`config.mk`:
```
export PLATFORM = sky130hd
export DESIGN_NAME = rdout_fifo_arb
export DESIGN_NICKNAME = d
export VERILOG_FILES = /design/src/rtl/rdout_pkg.sv /design/src/rtl/rdout_src_buf.sv /design/src/rtl/rdout_fifo_arb.sv
export SDC_FILE = /design/constraint.sdc
export NUM_CORES = 1
export LEC_CHECK = 0
export ABC_AREA = 1
export BUFFER_PORTS_ARGS = -buffer_cell sky130_fd_sc_hd__buf_2
export CORE_ASPECT_RATIO = 1.4
export CORE_MARGIN = 4
export CORE_UTILIZATION = 45
export DETAILED_ROUTE_END_ITERATION = 6
export MAX_ROUTING_LAYER = met4
export PLACE_DENSITY = 0.7
export SLEW_MARGIN = 15
export SYNTH_ARGS = -nofsm -noshare
export SYNTH_HDL_FRONTEND = slang
export SYNTH_SLANG_ARGS = --single-unit
```
`constraint.sdc`:
```
create_clock -name clk_i -period 7.7 [get_ports clk_i]
set_clock_uncertainty 0.15 [all_clocks]
set_input_delay 1.54 -clock clk_i [delete_from_list [all_inputs] [get_ports clk_i]]
set_output_delay 1.54 -clock clk_i [all_outputs]
set_load 0.05 [all_outputs]
```
`src/rtl/rdout_pkg.sv`:
```
// Shared definitions for the readout FIFO arbiter: FSM encoding and the
// source-id / output width helpers used by the top-level port list.
package rdout_pkg;

  typedef enum logic {
    IDLE = 1'b0,
    XFER = 1'b1
  } arb_state_t;

  localparam int BURST_CNT_W = 8;

  // A single source still carries a 1-bit id so the output format is fixed.
  function automatic int src_id_width(input int num_src);
    return (num_src > 2) ? $clog2(num_src) : 1;
  endfunction

  function automatic int out_width(input int data_w, input int num_src);
    return data_w + src_id_width(num_src);
  endfunction

endpackage

```
`src/rtl/rdout_src_buf.sv`:
```
// Per-source first-word-fall-through buffer: depth 2**AW, full/almost-full/empty
// flags from the pointer difference, and a sticky flag for dropped pushes.
module rdout_src_buf #(
  parameter int DATA_W = 32,
  parameter int AW     = 2
) (
  input  logic              clk,
  input  logic              rst,
  input  logic              wr,
  input  logic [DATA_W-1:0] wr_data,
  input  logic              rd,
  output logic [DATA_W-1:0] rd_data,
  output logic              full,
  output logic              almst_full,
  output logic              empty,
  output logic              last,
  output logic              ovf
);

  localparam int CW    = AW + 1;
  localparam int DEPTH = 1 << AW;

  logic [CW-1:0]     wr_ptr;
  logic [CW-1:0]     rd_ptr;
  logic [CW-1:0]     count;
  logic [DATA_W-1:0] mem [DEPTH];
  logic              push;

  assign count      = wr_ptr - rd_ptr;
  assign full       = (count == CW'(DEPTH));
  assign almst_full = (count >= CW'(DEPTH - 1));
  assign empty      = (count == '0);
  // Full is judged on the registered count, so a push on a full buffer is
  // dropped even when the same cycle pops.
  assign push       = wr && !full;
  assign rd_data    = mem[rd_ptr[AW-1:0]];
  assign last       = rd && !push && (count == CW'(1));

  always_ff @(posedge clk) begin
    if (rst) begin
      wr_ptr <= '0;
      rd_ptr <= '0;
      ovf    <= 1'b0;
    end else begin
      if (push) wr_ptr <= wr_ptr + 1'b1;
      if (rd && !empty) rd_ptr <= rd_ptr + 1'b1;
      if (wr && full) ovf <= 1'b1;
    end
  end

  always_ff @(posedge clk) begin
    if (push) mem[wr_ptr[AW-1:0]] <= wr_data;
  end

endmodule

```
`src/rtl/rdout_fifo_arb.sv`:
```
// Round-robin arbiter draining per-source buffers in bounded bursts into one
// shared readout FIFO, tagging each word with its source index.
module rdout_fifo_arb import rdout_pkg::*; #(
  parameter int NUM_SRC_G       = 2,
  parameter int READOUT_WIDTH_G = 32,
  parameter int BUF_AW_G        = 2,
  parameter int BURST_G         = 8,
  localparam int SRC_ID_W_C     = src_id_width(NUM_SRC_G),
  localparam int OUT_WIDTH_C    = out_width(READOUT_WIDTH_G, NUM_SRC_G)
) (
  input  logic                                 clk_i,
  input  logic                                 rst_i,
  input  logic [NUM_SRC_G-1:0]                 src_wr_i,
  input  logic [NUM_SRC_G*READOUT_WIDTH_G-1:0] src_data_i,
  output logic [NUM_SRC_G-1:0]                 src_full_o,
  output logic [NUM_SRC_G-1:0]                 src_almst_full_o,
  output logic [NUM_SRC_G-1:0]                 src_ovf_o,
  input  logic                                 fifo_full_i,
  input  logic                                 fifo_almst_full_i,
  output logic                                 fifo_wr_o,
  output logic [OUT_WIDTH_C-1:0]               fifo_data_o,
  output logic [NUM_SRC_G-1:0]                 grant_o,
  output logic                                 fifo_drop_o
);

  localparam logic [SRC_ID_W_C-1:0]  LAST_ID    = SRC_ID_W_C'(NUM_SRC_G - 1);
  localparam logic [BURST_CNT_W-1:0] BURST_MAX  = BURST_CNT_W'(BURST_G);
  localparam logic [BURST_CNT_W-1:0] BURST_LAST = BURST_CNT_W'(BURST_G - 1);

  arb_state_t                 state;
  arb_state_t                 state_nxt;
  logic [SRC_ID_W_C-1:0]      rr_ptr;
  logic [SRC_ID_W_C-1:0]      gnt_idx;
  logic [SRC_ID_W_C-1:0]      sel_idx;
  logic [SRC_ID_W_C-1:0]      scan_idx;
  logic                       sel_vld;
  logic                       arb_go;
  logic                       can_pop;
  logic [BURST_CNT_W-1:0]     burst_cnt;
  logic [NUM_SRC_G-1:0]       empty;
  logic [NUM_SRC_G-1:0]       last;
  logic [NUM_SRC_G-1:0]       pop;
  logic [READOUT_WIDTH_G-1:0] buf_data [NUM_SRC_G];

  for (genvar i = 0; i < NUM_SRC_G; i++) begin : g_src
    rdout_src_buf #(
      .DATA_W(READOUT_WIDTH_G),
      .AW    (BUF_AW_G)
    ) u_buf (
      .clk       (clk_i),
      .rst       (rst_i),
      .wr        (src_wr_i[i]),
      .wr_data   (src_data_i[i*READOUT_WIDTH_G +: READOUT_WIDTH_G]),
      .rd        (pop[i]),
      .rd_data   (buf_data[i]),
      .full      (src_full_o[i]),
      .almst_full(src_almst_full_o[i]),
      .empty     (empty[i]),
      .last      (last[i]),
      .ovf       (src_ovf_o[i])
    );
  end

  // Scan rr_ptr+1, rr_ptr+2, ... (mod NUM_SRC_G) for the first non-empty buffer.
  always_comb begin
    sel_vld  = 1'b0;
    sel_idx  = '0;
    scan_idx = rr_ptr;
    for (int k = 0; k < NUM_SRC_G; k++) begin
      scan_idx = (scan_idx == LAST_ID) ? '0 : scan_idx + 1'b1;
      if (!sel_vld && !empty[scan_idx]) begin
        sel_vld = 1'b1;
        sel_idx = scan_idx;
      end
    end
  end

  assign can_pop = (state == XFER) && !fifo_almst_full_i && !empty[gnt_idx];

  always_comb begin
    pop = '0;
    if (can_pop) pop[gnt_idx] = 1'b1;
  end

  always_comb begin
    state_nxt = state;
    arb_go    = 1'b0;
    grant_o   = '0;
    case (state)
      IDLE: begin
        if (sel_vld && !fifo_almst_full_i) begin
          arb_go           = 1'b1;
          grant_o[sel_idx] = 1'b1;
          state_nxt        = XFER;
        end
      end
      XFER: begin
        grant_o[gnt_idx] = 1'b1;
        if (can_pop && (last[gnt_idx] || burst_cnt == BURST_LAST)) state_nxt = IDLE;
      end
      default: state_nxt = IDLE;
    endcase
  end

  always_ff @(posedge clk_i) begin
    if (rst_i) state <= IDLE;
    else       state <= state_nxt;
  end

  // Output register stage: one tagged word per popped cycle.
  always_ff @(posedge clk_i) begin
    if (rst_i) begin
      rr_ptr      <= LAST_ID;
      gnt_idx     <= '0;
      burst_cnt   <= '0;
      fifo_wr_o   <= 1'b0;
      fifo_data_o <= '0;
      fifo_drop_o <= 1'b0;
    end else begin
      fifo_wr_o <= can_pop;
      if (can_pop) fifo_data_o <= {gnt_idx, buf_data[gnt_idx]};
      if (arb_go) begin
        gnt_idx   <= sel_idx;
        rr_ptr    <= sel_idx;
        burst_cnt <= '0;
      end else if (can_pop && burst_cnt < BURST_MAX) begin
        burst_cnt <= burst_cnt + 1'b1;
      end
      if (fifo_wr_o && fifo_full_i) fifo_drop_o <= 1'b1;
    end
  end

endmodule

```
## Yosys cells after proc, flatten, opt, wreduce, memory -nomap -nowiden

Memories as Yosys holds them, arrays and structs flattened. A register that Yosys moved wholly into a read port is not among the register bits.
Cells that the tools add are included.

- Memories: 2
- Bits of input ports: 70
- ROM bits: 0
- Register bits: 60
- Memory bits (writable): 256
- Bits in latches: 0
- Output and inout port bits: 43
- Logic and storage cells: 109

Memory list:

| memory | depth | bits a word | read ports | clocked after memory_dff | write ports | line | text |
|---|---|---|---|---|---|---|---|
| g_src[0].u_buf.mem | 4 | 32 | 1 | 1 | 1 | rdout_src_buf.sv:26 | `logic [DATA_W-1:0] mem [DEPTH];` |
| g_src[1].u_buf.mem | 4 | 32 | 1 | 1 | 1 | rdout_src_buf.sv:26 |  |

- Bitwise logic cells: 2
- Shift operators: 0
- Equality and inequality tests: 5
- Multiplexer cells: 36
- Multipliers: 0
- Div/mod/pow operators: 0
- Reductions and logical operators: 32
- Add/subtract/negate cells: 9
- $lt $le $gt $ge: 10

Operator list:

| cell | number |
|---|---|
| two-way mux 32 bit | 3 |
| two-way mux 1 bit | 23 |
| logical AND 1 bit | 19 |
| adder 3 x 1 -> 3 bit, second input constant | 4 |
| two-way mux 2 bit | 6 |
| zero test 1 bit | 9 |
| adder 8 x 1 -> 8 bit, second input constant | 1 |
| == test 8 x 3 -> 1 bit, second input constant | 1 |
| less-than comparator 1 x 2 -> 1 bit, second input constant | 4 |
| less-than comparator 8 x 4 -> 1 bit, second input constant | 1 |
| == test 3 x 1 -> 1 bit, second input constant | 2 |
| == test 3 bit, second input constant | 2 |
| >= comparator 3 x 2 -> 1 bit, second input constant | 2 |
| zero test 3 bit | 2 |
| subtractor 3 bit | 2 |
| one-hot mux 2 bit (2 select lines) | 1 |
| adder 1 bit, second input constant | 2 |
| demux 1 bit (select 1 bit) | 2 |
| >= comparator 1 bit, second input constant | 2 |
| >= comparator 2 bit, second input constant | 1 |
| inverter 1 -> 2 bit | 1 |
| one-hot mux 1 bit (2 select lines) | 1 |
| OR reduction 2 bit | 1 |
| logical OR 1 bit | 1 |
| inverter 1 bit | 1 |

## Depth between registers and ports, before layout

- Depth in word-level cells: 15
- Mapped depth: 16
- Mapped depth without buffers: 15

## Modules after synthesis

A second synthesis with hierarchy kept.

- Cells, all modules: 1107
- Area, all modules: 12839.8 um2

Modules (own cells, without submodules):

| module | sequential area each (um2) | instances | area an instance (um2) | cells each |
|---|---|---|---|---|
| rdout_src_buf at g_src[1].u_buf | 4023.9 | 1 | 5305.1 | 395 |
| rdout_src_buf at g_src[0].u_buf | 4023.9 | 1 | 5283.8 | 389 |
| rdout_fifo_arb | 920.9 | 1 | 2250.9 | 323 |

## Worst setup path before layout

Ideal clock, no wire load.

- Path kind: input port to output port
- From: in fifo_almst_full_i
- To: out grant_o[0]
- Arrival time: 2.654 ns
- Buffers on the path: 0
- Stages: 4
- Slack: 3.356 ns
- Path through: o21bai_1 nor2_1 inv_2 o22ai_1

- Longest elaborated chain between the ends: 4

RTL lines:

| item | line | text |
|---|---|---|
| from (decl) | rdout_fifo_arb.sv:19 | `input logic fifo_almst_full_i,` |
| zero test 1 bit | rdout_fifo_arb.sv:91 | `if (sel_vld && !fifo_almst_full_i) begin` |
| logical AND 1 bit | rdout_fifo_arb.sv:91 |  |
| two-way mux 2 bit | rdout_fifo_arb.sv:91 |  |
| one-hot mux 2 bit (2 select lines) | rdout_fifo_arb.sv:89 | `case (state)` |
| to (decl) | rdout_fifo_arb.sv:22 | `output logic [NUM_SRC_G-1:0] grant_o,` |

Every way passes these cells.

## Final worst setup path

- From: reg g_src[0].u_buf.wr_ptr[0]
- To: out grant_o[1]

- Longest elaborated chain between the ends: 13

RTL lines:

| item | line | text |
|---|---|---|
| from (decl) | rdout_src_buf.sv:23 | `logic [CW-1:0] wr_ptr;` |
| from (signal assigned) | rdout_src_buf.sv:45 | `if (push) wr_ptr <= wr_ptr + 1'b1;` |
| subtractor 3 bit (*) | rdout_src_buf.sv:29 | `assign count = wr_ptr - rd_ptr;` |
| zero test 3 bit (*) | rdout_src_buf.sv:32 | `assign empty = (count == '0);` |
| two-way mux 1 bit (not written as such) (2 in series) | rdout_fifo_arb.sv:71 | `if (!sel_vld && !empty[scan_idx]) begin` |
| zero test 1 bit | rdout_fifo_arb.sv:71 |  |
| logical AND 1 bit | rdout_fifo_arb.sv:71 |  |
| two-way mux 1 bit | rdout_fifo_arb.sv:71 |  |
| less-than comparator 1 x 2 -> 1 bit (not written as such) or >= comparator 1 bit (tied branches) | rdout_fifo_arb.sv:93 | `grant_o[sel_idx] = 1'b1;` |
| logical AND 1 bit (not written as such) | rdout_fifo_arb.sv:93 |  |
| two-way mux 1 bit (not written as such) | rdout_fifo_arb.sv:93 |  |
| demux 1 bit (select 1 bit) | rdout_fifo_arb.sv:93 |  |
| two-way mux 2 bit (*) | rdout_fifo_arb.sv:91 |  |
| one-hot mux 2 bit (2 select lines) (*) | rdout_fifo_arb.sv:89 |  |

Every way passes the cells marked *; elsewhere a longest branch is shown, timed or not. The select of a mux whose other input is x is not followed.

==> metrics.cfg <==
[run_status]
status=complete, no violations

[sta]
max_freq_mhz=226
setup-tns-final_ps=0
setup_violations=0
hold_viol=0
finalWorstSetupSlack_ps=3280
period_share_pct=57.4
min_period_ps=4420
worst_pin_slew_ps=1000
maxSlewViolCount=0
max-slew-margin-rel_pct=33.3
rsz0062_at_grt=false

[synth]
ys_seq_area_share_pct=72.4
synthFlopType=edfxtp_1
synth_cell_types=33
yosysTopAreaCellShare_pct=62.1
synthArstFlopShare_pct=0
synth_nets=1095
synth.cell_area_sq_um=12400
synthTopCellsByCount=edfxtp_1 (256), nand2_1 (180), a21oi_1 (110)
synthTopCellsByArea=edfxtp_1 (62%), dfxtp_1 (10%), nand2_1 (5.5%)
synth-edff-count=256
post_synth.cell_area_avg_sq_um=12.3
yosys_register_bits=320
yosys_warnings=0
synth.most_common_cell=edfxtp_1
synthCells=1010
yosysTopAreaCell=edfxtp_1

[global_routing]
antenna_found_initial=3
overflow=0
grt_use_total_pct=17.7
grt_pass1_wl_mm=41.0
grt_pass1_vias=7594
grt_max_degree=66

[worst_setup_path]
worstSetupPathType=reg2out
cp_max_fo=5
crit_arrival_ps=2730
worst-r2r-cell-count=11
required_ps=6010
worstSetupStartpointType=register
cp-end-kind=output port
reg2reg_slack_ps=4470
reg2reg_to=g_src[0].u_buf.wr_ptr[2]$_SDFFE_PP0P_
worstSetupStartpoint=g_src[0].u_buf.wr_ptr[0]$_SDFFE_PP0P_
r2r_start=g_src[0].u_buf.wr_ptr[0]$_SDFFE_PP0P_

[min_path]
hp-class=reg2reg
hold-path-endpoint=burst_cnt[5]$_SDFFE_PP0P_
whs_path_depth=2
hp-start=burst_cnt[5]$_SDFFE_PP0P_

[layout]
drive_gt1_share_pct=17.1
nets=1190
fin_cells=1494
area_growth_pct=14.9

[drt]
via_count=7774
post-route-drc-count=0
totalWireLength_mm=26.4
wl_per_cell_um=17.6
vias_per_cell=5.20
drtIter0Drc=558
ant_nets=0
dr.pass1.iters=6

[place]
dp_cells=1441
routabilityCongestion=0.829
pre_cts_ws_ps=3600
port_buffers=112
dp_hpwl_mm=17.2

[job]
max_cap_viol_count=0

[clocking]
cts_sinks=320
cts_root_buf=clkbuf_16
cts_setup_buffers=0
holdBufCountCts=0
numCtsBuffers=27
htree_num_levels=1
clk_pin_slew_ps=70
insertion_delay_ps=550
post_cts_resized=0
cts_tree=done
cts_buffer_depth=3

[pwr]
power_uw=3760
p_per_area_nw_per_um2=264
ir_drop_mv=0.188
leakage_uw=0.00527

[die]
dieArea_sq_um=30300
rows=71
die-width_um=148
die_h_um=204
ioPinCount=113
start_util_pct=45.8
core_sq_um=27000

-- cells in the final DEF (no fill, tap or decap), types with 2 or more instances in the layout --
master / count
bufinv_16: 5
nand3_2: 2
nand4_1: 2
buf_4: 14
nand2_1: 180
dfxtp_2: 2
clkbuf_1: 4
clkbuf_16: 29
o21ai_0: 86
clkinv_1: 2
inv_2: 5
o22ai_1: 33
a32o_1: 32
edfxtp_1: 256
fa_1: 2
buf_2: 112
diode_2: 3
ha_1: 13
clkinv_2: 7
nand3_1: 7
dfxtp_1: 62
clkbuf_8: 2
inv_1: 36
a21oi_1: 110
o21bai_1: 2
nor2_2: 8
nor2_1: 100
-- cell families (layout without fill, tap and decap cells) --
kind of cell	Yosys count	after routing	share of synthesized area [%]
AOI/OAI and AO/OA	267	267	12.6
buffers and inverters	103	219	3.59
other	0	3	0
xor gates and xnor gates	1	1	0.0708
DFF	320	320	72.4
and+or+nand+nor	304	304	9.62
adders and majority gates	15	15	1.64
-- registers in the layout, summed over array words and instances (netlist names), named ones only --
signal / count
g_src.u_buf.ovf: 2
g_src.u_buf.rd_ptr: 6
gnt_idx: 1
fifo_drop_o: 1
rr_ptr: 1
burst_cnt: 8
fifo_wr_o: 1
g_src.u_buf.mem: 256
g_src.u_buf.wr_ptr: 6
state: 1
fifo_data_o: 33
-- through the flow --
stage | area (sq um) | utilization, % | hold WS [ps]
global placement | 13200 | 49.0 | 275
CTS | 14200 | 52.6 | 290
global route | 14200 | 52.7 | 305
detailed placement | 13200 | 49.0 | 279
floorplan | 12400 | - | 265
finish | 14200 | 52.7 | 286
-- routing by layer --
layer	vias up	wire [um]	track usage, %	share of wire (%)
met1	3753	11000	21.8	42
li1	3805	-	-	-
met3	51	1220	2.80	4.6
met2	165	13300	29.6	50
met4	0	881	6.87	3.3
met5	-	0	-	0
-- how the worst max path moves through the flow --
stage | to | cells past startpoint
after global placement | grant_o[1] | 6
after CTS | grant_o[1] | 10
after global routing | grant_o[1] | 10
after detailed placement | grant_o[0] | 6
after floorplan | grant_o[0] | 4
final | grant_o[1] | 10
-- power by group --
group	internal [uW]	switching [uW]
logic	86.5	220
registers	1960	25.1
clock network	873	595
total	2920	841
-- final cells by class --
cell class              count  area [sq um]
diodes                      3          7.51
clock inverters            15           205
multi-input cells         587          2990
well taps                 365           457
repair buffers            126           666
inverters                  43           164
flip-flops and latches    320          8970
fillers                  2315         12800
clock buffers              35           768
-- critical path: stages, from the launching register on --
cell	delay, ps
dfxtp_1	360
inv_1	110
ha_1	210
fa_1	530
nand2_1	60
inv_1	80
nand3_2	140
a22oi_1	210
nand2_1	120
o21ai_0	80
buf_2	300
Power figures use the tool's default switching activity.
